[config.mk]
export PLATFORM = sky130hd
export DESIGN_NAME = hazard_scoreboard
export DESIGN_NICKNAME = d
export VERILOG_FILES = /design/src/rtl/hazard_scoreboard_pkg.sv /design/src/rtl/hazard_scoreboard_pending_vector.sv /design/src/rtl/hazard_scoreboard.sv
export SDC_FILE = /design/constraint.sdc
export NUM_CORES = 1
export LEC_CHECK = 0
export ABC_AREA = 0
export CAP_MARGIN = 10
export CORE_MARGIN = 5
export CORE_UTILIZATION = 55
export DETAILED_ROUTE_END_ITERATION = 10
export GPL_TIMING_DRIVEN = 0
export PLACE_DENSITY = 0.89
export SLEW_MARGIN = 15
export SYNTH_ARGS = -nofsm -noshare
export SYNTH_HDL_FRONTEND = slang
export SYNTH_HIERARCHICAL = 1
export SYNTH_SLANG_ARGS = --single-unit
[constraint.sdc]
create_clock -name CLK -period 6.6 [get_ports CLK]
set_input_delay 1.98 -clock CLK [delete_from_list [all_inputs] [get_ports CLK]]
set_output_delay 1.98 -clock CLK [all_outputs]
set_load 0.05 [all_outputs]
[src/rtl/hazard_scoreboard_pkg.sv]
// Shared encodings for the decode-stage hazard scoreboard: operand file
// selectors, FPU op codes of the iterative divider, and default divider latency.
package hazard_scoreboard_pkg;

    localparam int DIV_LATENCY_DEFAULT = 16;
    localparam int NUM_REGS            = 32;

    typedef enum logic [1:0] {
        RT_INT_INT = 2'b00,
        RT_INT_FP  = 2'b01,
        RT_FP_FP   = 2'b10,
        RT_FP3     = 2'b11
    } reg_type_e;

    localparam logic [4:0] FPU_FDIV  = 5'b00100;
    localparam logic [4:0] FPU_FSQRT = 5'b01101;

    // FDIV and FSQRT share the single iterative unit
    function automatic logic is_div_op(input logic [4:0] fpu_select);
        return (fpu_select == FPU_FDIV) || (fpu_select == FPU_FSQRT);
    endfunction

endpackage

[src/rtl/hazard_scoreboard_pending_vector.sv]
// Per-register pending-write bit vector with one set port and one clear port;
// set beats clear on the same bit, and bit 0 can be pinned to zero for x0.
module pending_vector #(
    parameter int N       = 32,
    parameter bit MASK_X0 = 1'b0
) (
    input  logic                 clk,
    input  logic                 rst_n,
    input  logic                 set_en,
    input  logic [$clog2(N)-1:0] set_idx,
    input  logic                 clr_en,
    input  logic [$clog2(N)-1:0] clr_idx,
    output logic [N-1:0]         pending
);

    logic [N-1:0] set_mask;
    logic [N-1:0] clr_mask;
    logic [N-1:0] pending_next;

    always_comb begin
        set_mask = '0;
        clr_mask = '0;
        if (set_en) set_mask[set_idx] = 1'b1;
        if (clr_en) clr_mask[clr_idx] = 1'b1;
        pending_next = (pending & ~clr_mask) | set_mask;
        if (MASK_X0) pending_next[0] = 1'b0;
    end

    always_ff @(posedge clk) begin
        if (!rst_n) pending <= '0;
        else        pending <= pending_next;
    end

endmodule

[src/rtl/hazard_scoreboard.sv]
// Decode-stage RAW/WAW/structural hazard unit for the int and float files.
// Define HAZARD_WB_BYPASS_EN to let same-cycle writebacks resolve hazards.
module hazard_scoreboard
    import hazard_scoreboard_pkg::*;
#(
    parameter int DIV_LATENCY = DIV_LATENCY_DEFAULT,
    parameter int XLEN_REGS   = NUM_REGS
) (
    input  logic                 CLK,
    input  logic                 RESET,
    input  logic                 DEC_VALID,
    input  logic [4:0]           DEC_RS1,
    input  logic [4:0]           DEC_RS2,
    input  logic [4:0]           DEC_RS3,
    input  logic                 DEC_RS1_USE,
    input  logic                 DEC_RS2_USE,
    input  logic [4:0]           DEC_RD,
    input  logic [1:0]           REG_TYPE,
    input  logic                 REG_WRITE_EN,
    input  logic                 FREG_WRITE_EN,
    input  logic [4:0]           FPU_SELECT,
    input  logic                 FLUSH,
    input  logic                 WB_INT_EN,
    input  logic [4:0]           WB_INT_RD,
    input  logic                 WB_FP_EN,
    input  logic [4:0]           WB_FP_RD,
    output logic                 STALL,
    output logic                 ISSUE,
    output logic                 DIV_BUSY,
    output logic [XLEN_REGS-1:0] INT_PENDING,
    output logic [XLEN_REGS-1:0] FP_PENDING
);

    localparam int CW = $clog2(DIV_LATENCY);

    logic [CW-1:0]        div_cnt;
    logic [XLEN_REGS-1:0] int_view;
    logic [XLEN_REGS-1:0] fp_view;
    logic                 rs1_fp, rs2_fp, fp3, use1, use2;
    logic                 raw, waw, structural, is_div;

`ifdef HAZARD_WB_BYPASS_EN
    logic [XLEN_REGS-1:0] int_wb_mask;
    logic [XLEN_REGS-1:0] fp_wb_mask;

    always_comb begin
        int_wb_mask = '0;
        fp_wb_mask  = '0;
        if (WB_INT_EN) int_wb_mask[WB_INT_RD] = 1'b1;
        if (WB_FP_EN)  fp_wb_mask[WB_FP_RD]   = 1'b1;
    end

    assign int_view = INT_PENDING & ~int_wb_mask;
    assign fp_view  = FP_PENDING  & ~fp_wb_mask;
`else
    assign int_view = INT_PENDING;
    assign fp_view  = FP_PENDING;
`endif

    // Operand file selection; the three-source form reads all of rs1..rs3 unconditionally
    always_comb begin
        fp3    = (REG_TYPE == RT_FP3);
        rs1_fp = REG_TYPE[1];
        rs2_fp = (REG_TYPE != RT_INT_INT);
        use1   = DEC_RS1_USE | fp3;
        use2   = DEC_RS2_USE | fp3;

        raw = 1'b0;
        if (use1) raw = raw | (rs1_fp ? fp_view[DEC_RS1] : ((DEC_RS1 != 5'd0) & int_view[DEC_RS1]));
        if (use2) raw = raw | (rs2_fp ? fp_view[DEC_RS2] : ((DEC_RS2 != 5'd0) & int_view[DEC_RS2]));
        if (fp3)  raw = raw | fp_view[DEC_RS3];

        waw = (REG_WRITE_EN & (DEC_RD != 5'd0) & int_view[DEC_RD])
            | (FREG_WRITE_EN & fp_view[DEC_RD]);

        is_div     = FREG_WRITE_EN & is_div_op(FPU_SELECT);
        structural = is_div & DIV_BUSY;
    end

    assign STALL    = RESET & DEC_VALID & (raw | waw | structural);
    assign ISSUE    = RESET & DEC_VALID & ~STALL & ~FLUSH;
    assign DIV_BUSY = (div_cnt != '0);

    always_ff @(posedge CLK) begin
        if (!RESET)               div_cnt <= '0;
        else if (ISSUE && is_div) div_cnt <= CW'(DIV_LATENCY - 1);
        else if (DIV_BUSY)        div_cnt <= div_cnt - 1'b1;
    end

    pending_vector #(.N(XLEN_REGS), .MASK_X0(1'b1)) u_int_pending (
        .clk     (CLK),
        .rst_n   (RESET),
        .set_en  (ISSUE & REG_WRITE_EN),
        .set_idx (DEC_RD),
        .clr_en  (WB_INT_EN),
        .clr_idx (WB_INT_RD),
        .pending (INT_PENDING)
    );

    pending_vector #(.N(XLEN_REGS), .MASK_X0(1'b0)) u_fp_pending (
        .clk     (CLK),
        .rst_n   (RESET),
        .set_en  (ISSUE & FREG_WRITE_EN),
        .set_idx (DEC_RD),
        .clr_en  (WB_FP_EN),
        .clr_idx (WB_FP_RD),
        .pending (FP_PENDING)
    );

endmodule
==> results of run 1 <==
[worst register-to-register path: cells and delay by family, from the launching register on]
| family | cells | cell delay [ns] |
|---|---|---|
| simple gates | 5 | 1.62 |
| compound gates | 3 | 0.62 |
| flops | 1 | 0.37 |
| mux | 2 | 0.77 |
[sequential cells by signal (all words and copies together) (netlist names)]
name                   flops
div_cnt                    4
u_fp_pending/pending      32
u_int_pending/pending     31
[how the worst max path moves through the flow]
| stage | startpoint | to | slack (ns) | cells past startpoint |
|---|---|---|---|---|
| floorplan | DEC_RS3[0] | ISSUE | 0.36 | 8 |
| global placement | DEC_RD[2] | ISSUE | -1.03 | 10 |
| detailed placement | DEC_RD[1] | ISSUE | -1.12 | 11 |
| CTS | DEC_RS3[1] | ISSUE | 0.02 | 10 |
| global route | DEC_RD[0] | ISSUE | 0.008 | 10 |
| finish | DEC_RS2[0] | ISSUE | 0.15 | 8 |
[metal layers]
layer  vias up  track usage  share of wire
met5         -            0        0.00057
met4         2        0.139          0.039
met3       100        0.129           0.15
met2       524        0.527           0.45
met1      2607        0.425           0.35
li1       2329            -              -
[per-stage QoR]
| stage | setup WS (ns) | TNS, ns | instance area, µm² | hold slack [ns] | std cells |
|---|---|---|---|---|---|
| floorplan | 0.365 | 0 | 5010 | 0.501 | 516 |
| global placement | -1.03 | -1.95 | 6220 | 0.529 | 731 |
| detailed placement | -1.12 | -2.12 | 6220 | 0.565 | 731 |
| CTS | 0.0190 | 0 | 6430 | 0.580 | 747 |
| global route | 0.00760 | 0 | 6450 | 0.614 | 746 |
| finish | 0.146 | 0 | 6450 | 0.594 | 746 |
[cell usage after synthesis, drive strengths merged, types with 2 or more instances]
master,count,share of area
dfxtp,67,0.27
nand2,52,0.039
o21ai,39,0.039
o211ai,36,0.054
mux2i,35,0.070
mux4,35,0.16
a32o,32,0.064
buf,20,0.023
nand3b,17,0.025
nand3,16,0.016
nor2b,15,0.019
nor3b,15,0.031
nor2,12,0.0090
nor3,11,0.013
clkbuf,10,0.0075
inv,8,0.0060
mux2,8,0.018
or3,6,0.0075
a2111oi,5,0.0087
a21oi,5,0.0057
nor4,5,0.010
a22oi,4,0.0060
and3,4,0.0050
and3b,4,0.0070
nand2b,4,0.0050
nand4,4,0.0080
nand4b,4,0.0070
o22ai,4,0.0050
or3b,4,0.0075
a22o,3,0.0052
a31oi,3,0.0037
a211oi,2,0.0030
a311oi,2,0.0035
ha,2,0.0050
o221ai,2,0.0035
o311ai,2,0.0035
xor2,2,0.0035
[repair_timing]
action                     in CTS  in global routing
cloned                          0                  0
pin swaps                       1                  0
resized for setup              38                 13
setup endpoints to repair       2                  2
hold buffers                    0                  0
[cells by family (layout without fill, tap and decap cells)]
group / Yosys count / in the layout / synth area share
xor gates and xnor gates: 3 / 3 / 0.00524
buffers and inverters: 38 / 160 / 0.0364
AOI/OAI and AO/OA: 149 / 149 / 0.221
DFF: 67 / 67 / 0.268
muxes: 78 / 78 / 0.245
and+or+nand+nor: 177 / 177 / 0.216
other: 1 / 1 / 0.000748
adders and majority gates: 3 / 3 / 0.00699
[power groups by stage]
stage | clock (mW) | combinational, mW | sequential, mW
after floorplan | 0 | 0.164 | 0.433
after global routing | 0.376 | 0.285 | 0.426
final | 0.357 | 0.264 | 0.425
after detailed placement | 0 | 0.257 | 0.434
after CTS | 0.355 | 0.259 | 0.425
after global placement | 0 | 0.245 | 0.433
[cell type report]
type | instances | area share
tap | 108 | 0.0210
sequential | 67 | 0.208
inverter | 8 | 0.00466
timing repair buffer | 107 | 0.165
clock buffer | 10 | 0.0214
clock inverter | 6 | 0.0101
buffer | 29 | 0.0278
multi-input combinational | 411 | 0.543
==> flow_summary.json, run 1 <==
{
  "status": "finished clean",
  "r2r-end": "u_int_pending/pending[2]",
  "numCtsBuffers": 9,
  "syn_to_final_growth_pct": 28.6,
  "slowest_stage": "mux4_2",
  "final_cell_mix": "96 x clkdlybuf4s50_1, 67 x dfxtp_1, 52 x nand2_1",
  "critPathLaunchType": "primary input",
  "syn_inst": 516,
  "io_pins": 114,
  "start_util": 0.569,
  "synthArstFlopShare": 0,
  "max_freq_mhz": 155,
  "postCtsSetupRepairBufs": 0,
  "grtUsageTotal": 0.339,
  "synthDistinctLibCells": 69,
  "chipHeight_um": 105,
  "multiInputGateArea_um2": 3500,
  "required_ns": 4.62,
  "seqPwrFrac": 0.406,
  "crit_chain": "dlygate4sd2_1 > buf_6 > mux4_2 > mux2_2 > o311ai_1 > nand4_4 > nor3_2 > clkbuf_4",
  "critPathCaptureType": "primary output",
  "cts_sinks": 67,
  "r2r_slack_ns": 3.15,
  "syn_nets": 565,
  "insertion_delay_ns": 0.35,
  "drcViolationCount": 0,
  "p_sw_frac": 0.325,
  "finalCriticalPeriod_ns": 6.45,
  "worst_path_largest_cell_delay_ns": 0.52,
  "slew_viol_final": 0,
  "p_switching_uw": 339,
  "num-fill-cells": 656,
  "crit_path_max_fanout": 10,
  "regArea_um2": 1340,
  "hold_path_startpoint": "u_int_pending/pending[30]",
  "r2r-start": "u_int_pending/pending[27]",
  "setup_viol": 0,
  "drtIter0Drc": 921,
  "hold_path_depth": 2,
  "combinationalPowerShare": 0.252,
  "grt_pass1_vias": 5509,
  "routed_via_density": 7.46,
  "wl_um": 19200,
  "cp.arrival_ns": 4.47,
  "die_w_um": 105,
  "overflow": 0,
  "avgSynthCellArea_um2": 9.71,
  "antenna_found_initial": 1,
  "cts_tree": "built",
  "synth_flop_cell": "dfxtp_1",
  "critPathKind": "in -> out",
  "coreArea_um2": 8810,
  "first_pass_iters": 6,
  "synth-edff-count": 0,
  "yosysSeqAreaShare": 0.268,
  "cts_max_path_buffers": 2,
  "nNetsFinal": 682,
  "hold_viol": 0,
  "synth_warnings": 6,
  "num_antenna_cells": 0,
  "die_area_um2": 11100,
  "grt_max_degree": 22,
  "htree_levels": 3,
  "reg2regPathDepth": 10,
  "finalPower_mw": 1.05,
  "synth-seq-cells": 67,
  "dp_hpwl_um": 13800,
  "final_common_cell": "clkdlybuf4s50_1",
  "p_leak_nw": 2.17,
  "clock-root-buffer": "clkbuf_8",
  "rsz0062_at_grt": "false",
  "routabilityCongestion": 1.01,
  "fin_skew_ns": 0.0113,
  "intPower_uw": 706,
  "holdCritPathClass": "reg -> reg",
  "tightest_slew_ns": 0.947,
  "rows": 34,
  "power_frac_clock": 0.341,
  "ir_drop_uv": 121,
  "grt_pass1_wl_um": 30200,
  "maxCapViolCount": 0,
  "utilization": 0.732,
  "post_drt_wl_per_cell_um": 25.7,
  "fin_crit_sh": 0.978,
  "clkSlewWorstSetupHoldPaths_ns": 0.07,
  "crit_family": "buffers and inverters",
  "p_per_area_nw_per_um2": 162,
  "critPathBufInv": 3,
  "io_buffers": 107,
  "detail-route-antenna-nets": 0,
  "slew-limit-headroom": 0.369,
  "drive_above_1_share": 0.157,
  "syn_area_um2": 5010,
  "min_to": "u_int_pending/pending[30]",
  "via_count": 5562
}
(Power assumes the default switching activity.)
==> run 2: changes to the inputs <==
--- a/config.mk
+++ b/config.mk
@@ -6,11 +6,13 @@
 export NUM_CORES = 1
 export LEC_CHECK = 0
 export ABC_AREA = 0
-export CAP_MARGIN = 10
+export CAP_MARGIN = 25
 export CORE_MARGIN = 5
 export CORE_UTILIZATION = 55
+export CTS_CLUSTER_SIZE = 16
 export DETAILED_ROUTE_END_ITERATION = 10
 export GPL_TIMING_DRIVEN = 0
+export HOLD_SLACK_MARGIN = 0.12
 export PLACE_DENSITY = 0.89
 export SLEW_MARGIN = 15
 export SYNTH_ARGS = -nofsm -noshare
==> results of run 2 <==
No change in the layout: final DEF, timing and power equal those of run 1.
==> run 3: changes to the inputs <==
--- a/config.mk
+++ b/config.mk
@@ -8,12 +8,12 @@
 export ABC_AREA = 0
 export CAP_MARGIN = 25
 export CORE_MARGIN = 5
-export CORE_UTILIZATION = 55
+export CORE_UTILIZATION = 50
 export CTS_CLUSTER_SIZE = 16
 export DETAILED_ROUTE_END_ITERATION = 10
 export GPL_TIMING_DRIVEN = 0
 export HOLD_SLACK_MARGIN = 0.12
-export PLACE_DENSITY = 0.89
+export PLACE_DENSITY = 0.83
 export SLEW_MARGIN = 15
 export SYNTH_ARGS = -nofsm -noshare
 export SYNTH_HDL_FRONTEND = slang
==> constraint.sdc (replaced) <==
create_clock -name CLK -period 8.4 [get_ports CLK]
set_input_delay 2.52 -clock CLK [delete_from_list [all_inputs] [get_ports CLK]]
set_output_delay 2.52 -clock CLK [all_outputs]
set_load 0.05 [all_outputs]
==> run 3 against run 2 <==
Highest routed layer is now met4. Clock-buffer cell count is 2 higher. Critical path depth rose by 3. Final area shrank 0.60%. Routed wire length fell by 1.9%. Setup slack got worse by 0.032 ns. First-iteration DRC count decreased by 30%. Critical path type unchanged. Via count fell by 3.5%.
==> flow_summary.json, run 3 (synthesis results as in run 1) <==
{
  "via_count": 5366,
  "numCtsBuffers": 9,
  "finalInstanceArea_um2": 6410,
  "grt_max_degree": 22,
  "wl_um": 18800,
  "first_pass_iters": 5,
  "gr-max-usage-layer": "met2",
  "syn_to_final_growth_pct": 27.8,
  "critPathCaptureType": "primary output",
  "grtUsageTotal": 0.312,
  "grtUsageMet2": 0.482,
  "required_ns": 5.88,
  "critPathKind": "in -> out",
  "antenna_found_initial": 0,
  "max_freq_mhz": 121,
  "detail-route-antenna-nets": 0,
  "io_buffers": 107,
  "drcViolationCount": 0,
  "grt_pass1_wl_um": 28800,
  "cts_tree": "built",
  "postCtsHoldBufs": 0,
  "hold_path_depth": 2,
  "holdCritPathClass": "reg -> reg",
  "place_ws_ns": -0.432,
  "crit_path_max_fanout": 10,
  "p_leak_nw": 2.14,
  "overflow": 0,
  "fin_crit_sh": 0.986,
  "htree_levels": 3,
  "chipHeight_um": 110,
  "whs_ns": 0.547,
  "largest_registers": "u_fp_pending/pending: 32 flops, u_int_pending/pending: 31 flops, div_cnt: 4 flops",
  "routed_via_density": 6.96,
  "setup_viol": 0,
  "final_common_cell": "clkdlybuf4s50_1",
  "final_cell_mix": "101 x clkdlybuf4s50_1, 67 x dfxtp_1, 52 x nand2_1",
  "clkSlewWorstSetupHoldPaths_ns": 0.07,
  "routabilityCongestion": 0.944,
  "slew_viol_final": 0,
  "slew-limit-headroom": 0.309,
  "io_pins": 114,
  "cts_max_path_buffers": 2,
  "coreArea_um2": 9770,
  "die_w_um": 110,
  "num-fill-cells": 842,
  "post_drt_wl_per_cell_um": 24.4,
  "insertion_delay_ns": 0.35,
  "nNetsFinal": 683,
  "p_per_area_nw_per_um2": 121,
  "dpl_cell_area_um2": 6250,
  "cp.arrival_ns": 5.77,
  "cts_sinks": 67,
  "dp.cells": 756,
  "hold_viol": 0,
  "utilization": 0.656,
  "globalRouteMet3Util": 0.0705,
  "maxCapViolCount": 0,
  "drive_above_1_share": 0.141,
  "grt_pass1_vias": 5129,
  "largest_reg_flops": 32,
  "clock-root-buffer": "clkbuf_8",
  "die_area_um2": 12100,
  "fin_skew_ns": 0.00833,
  "fin_cells": 771,
  "status": "finished clean",
  "tightest_slew_ns": 1.03,
  "rsz0062_at_grt": "false",
  "dp_hpwl_um": 14100,
  "top_register": "u_fp_pending/pending",
  "drtIter0Drc": 643,
  "critPathLaunchType": "primary input",
  "ir_drop_uv": 94.1,
  "start_util": 0.513,
  "finalCriticalPeriod_ns": 8.29,
  "finalPower_uw": 778,
  "num_antenna_cells": 0,
  "use_met1": 0.440,
  "rows": 36,
  "layout_setup_ws_ns": 0.115,
  "setup-tns-final_ns": 0,
  "reg2regPathDepth": 10
}
-- run 3: final cells by class --
class	instances	area, µm²	share of cell area
Multi-Input combinational cell	411	3490	0.544
Sequential cell	67	1340	0.209
Timing Repair Buffer	107	1070	0.167
Tap cell	133	166	0.0260
Buffer	30	154	0.0240
Clock buffer	12	145	0.0227
Inverter	8	30.0	0.00469
Clock inverter	3	15.0	0.00234
-- run 3: layer usage --
layer | routed length, µm | vias up
li1 | - | 2329
met1 | 7310 | 2568
met2 | 8530 | 434
met3 | 2640 | 35
met4 | 351 | 0
met5 | 0 | -
-- run 3: critical path, cell delays in order --
cell and delay, ns:
clkdlybuf4s50_1 0.62, buf_2 0.37, buf_2 0.39, mux2i_1 0.14, a22oi_1 0.19, nand4b_1 0.10
o21ai_0 0.35, o221ai_1 0.24, nand4_4 0.16, nor2b_1 0.14, dlygate4sd2_1 0.54
-- run 3: what timing repair did --
item | CTS | global route
endpoints found under the setup margin | 2 | 2
buffers inserted | 0 | 0
resized for setup | 5 | 4
-- run 3: power breakdown --
group          internal [mW]  switching, mW
clock network          0.112          0.125
logic                 0.0817          0.125
registers              0.327        0.00740
total                  0.521          0.257
-- run 3: final timing paths --
check / from / slack, ns / endpoint
worst max register to register: u_int_pending/pending[17] / 4.98 / u_fp_pending/pending[18]
worst min-delay path: div_cnt[1] / 0.55 / div_cnt[1]
worst min register to register: div_cnt[1] / 0.55 / div_cnt[1]
worst max-delay path: DEC_RS1[1] / 0.11 / STALL
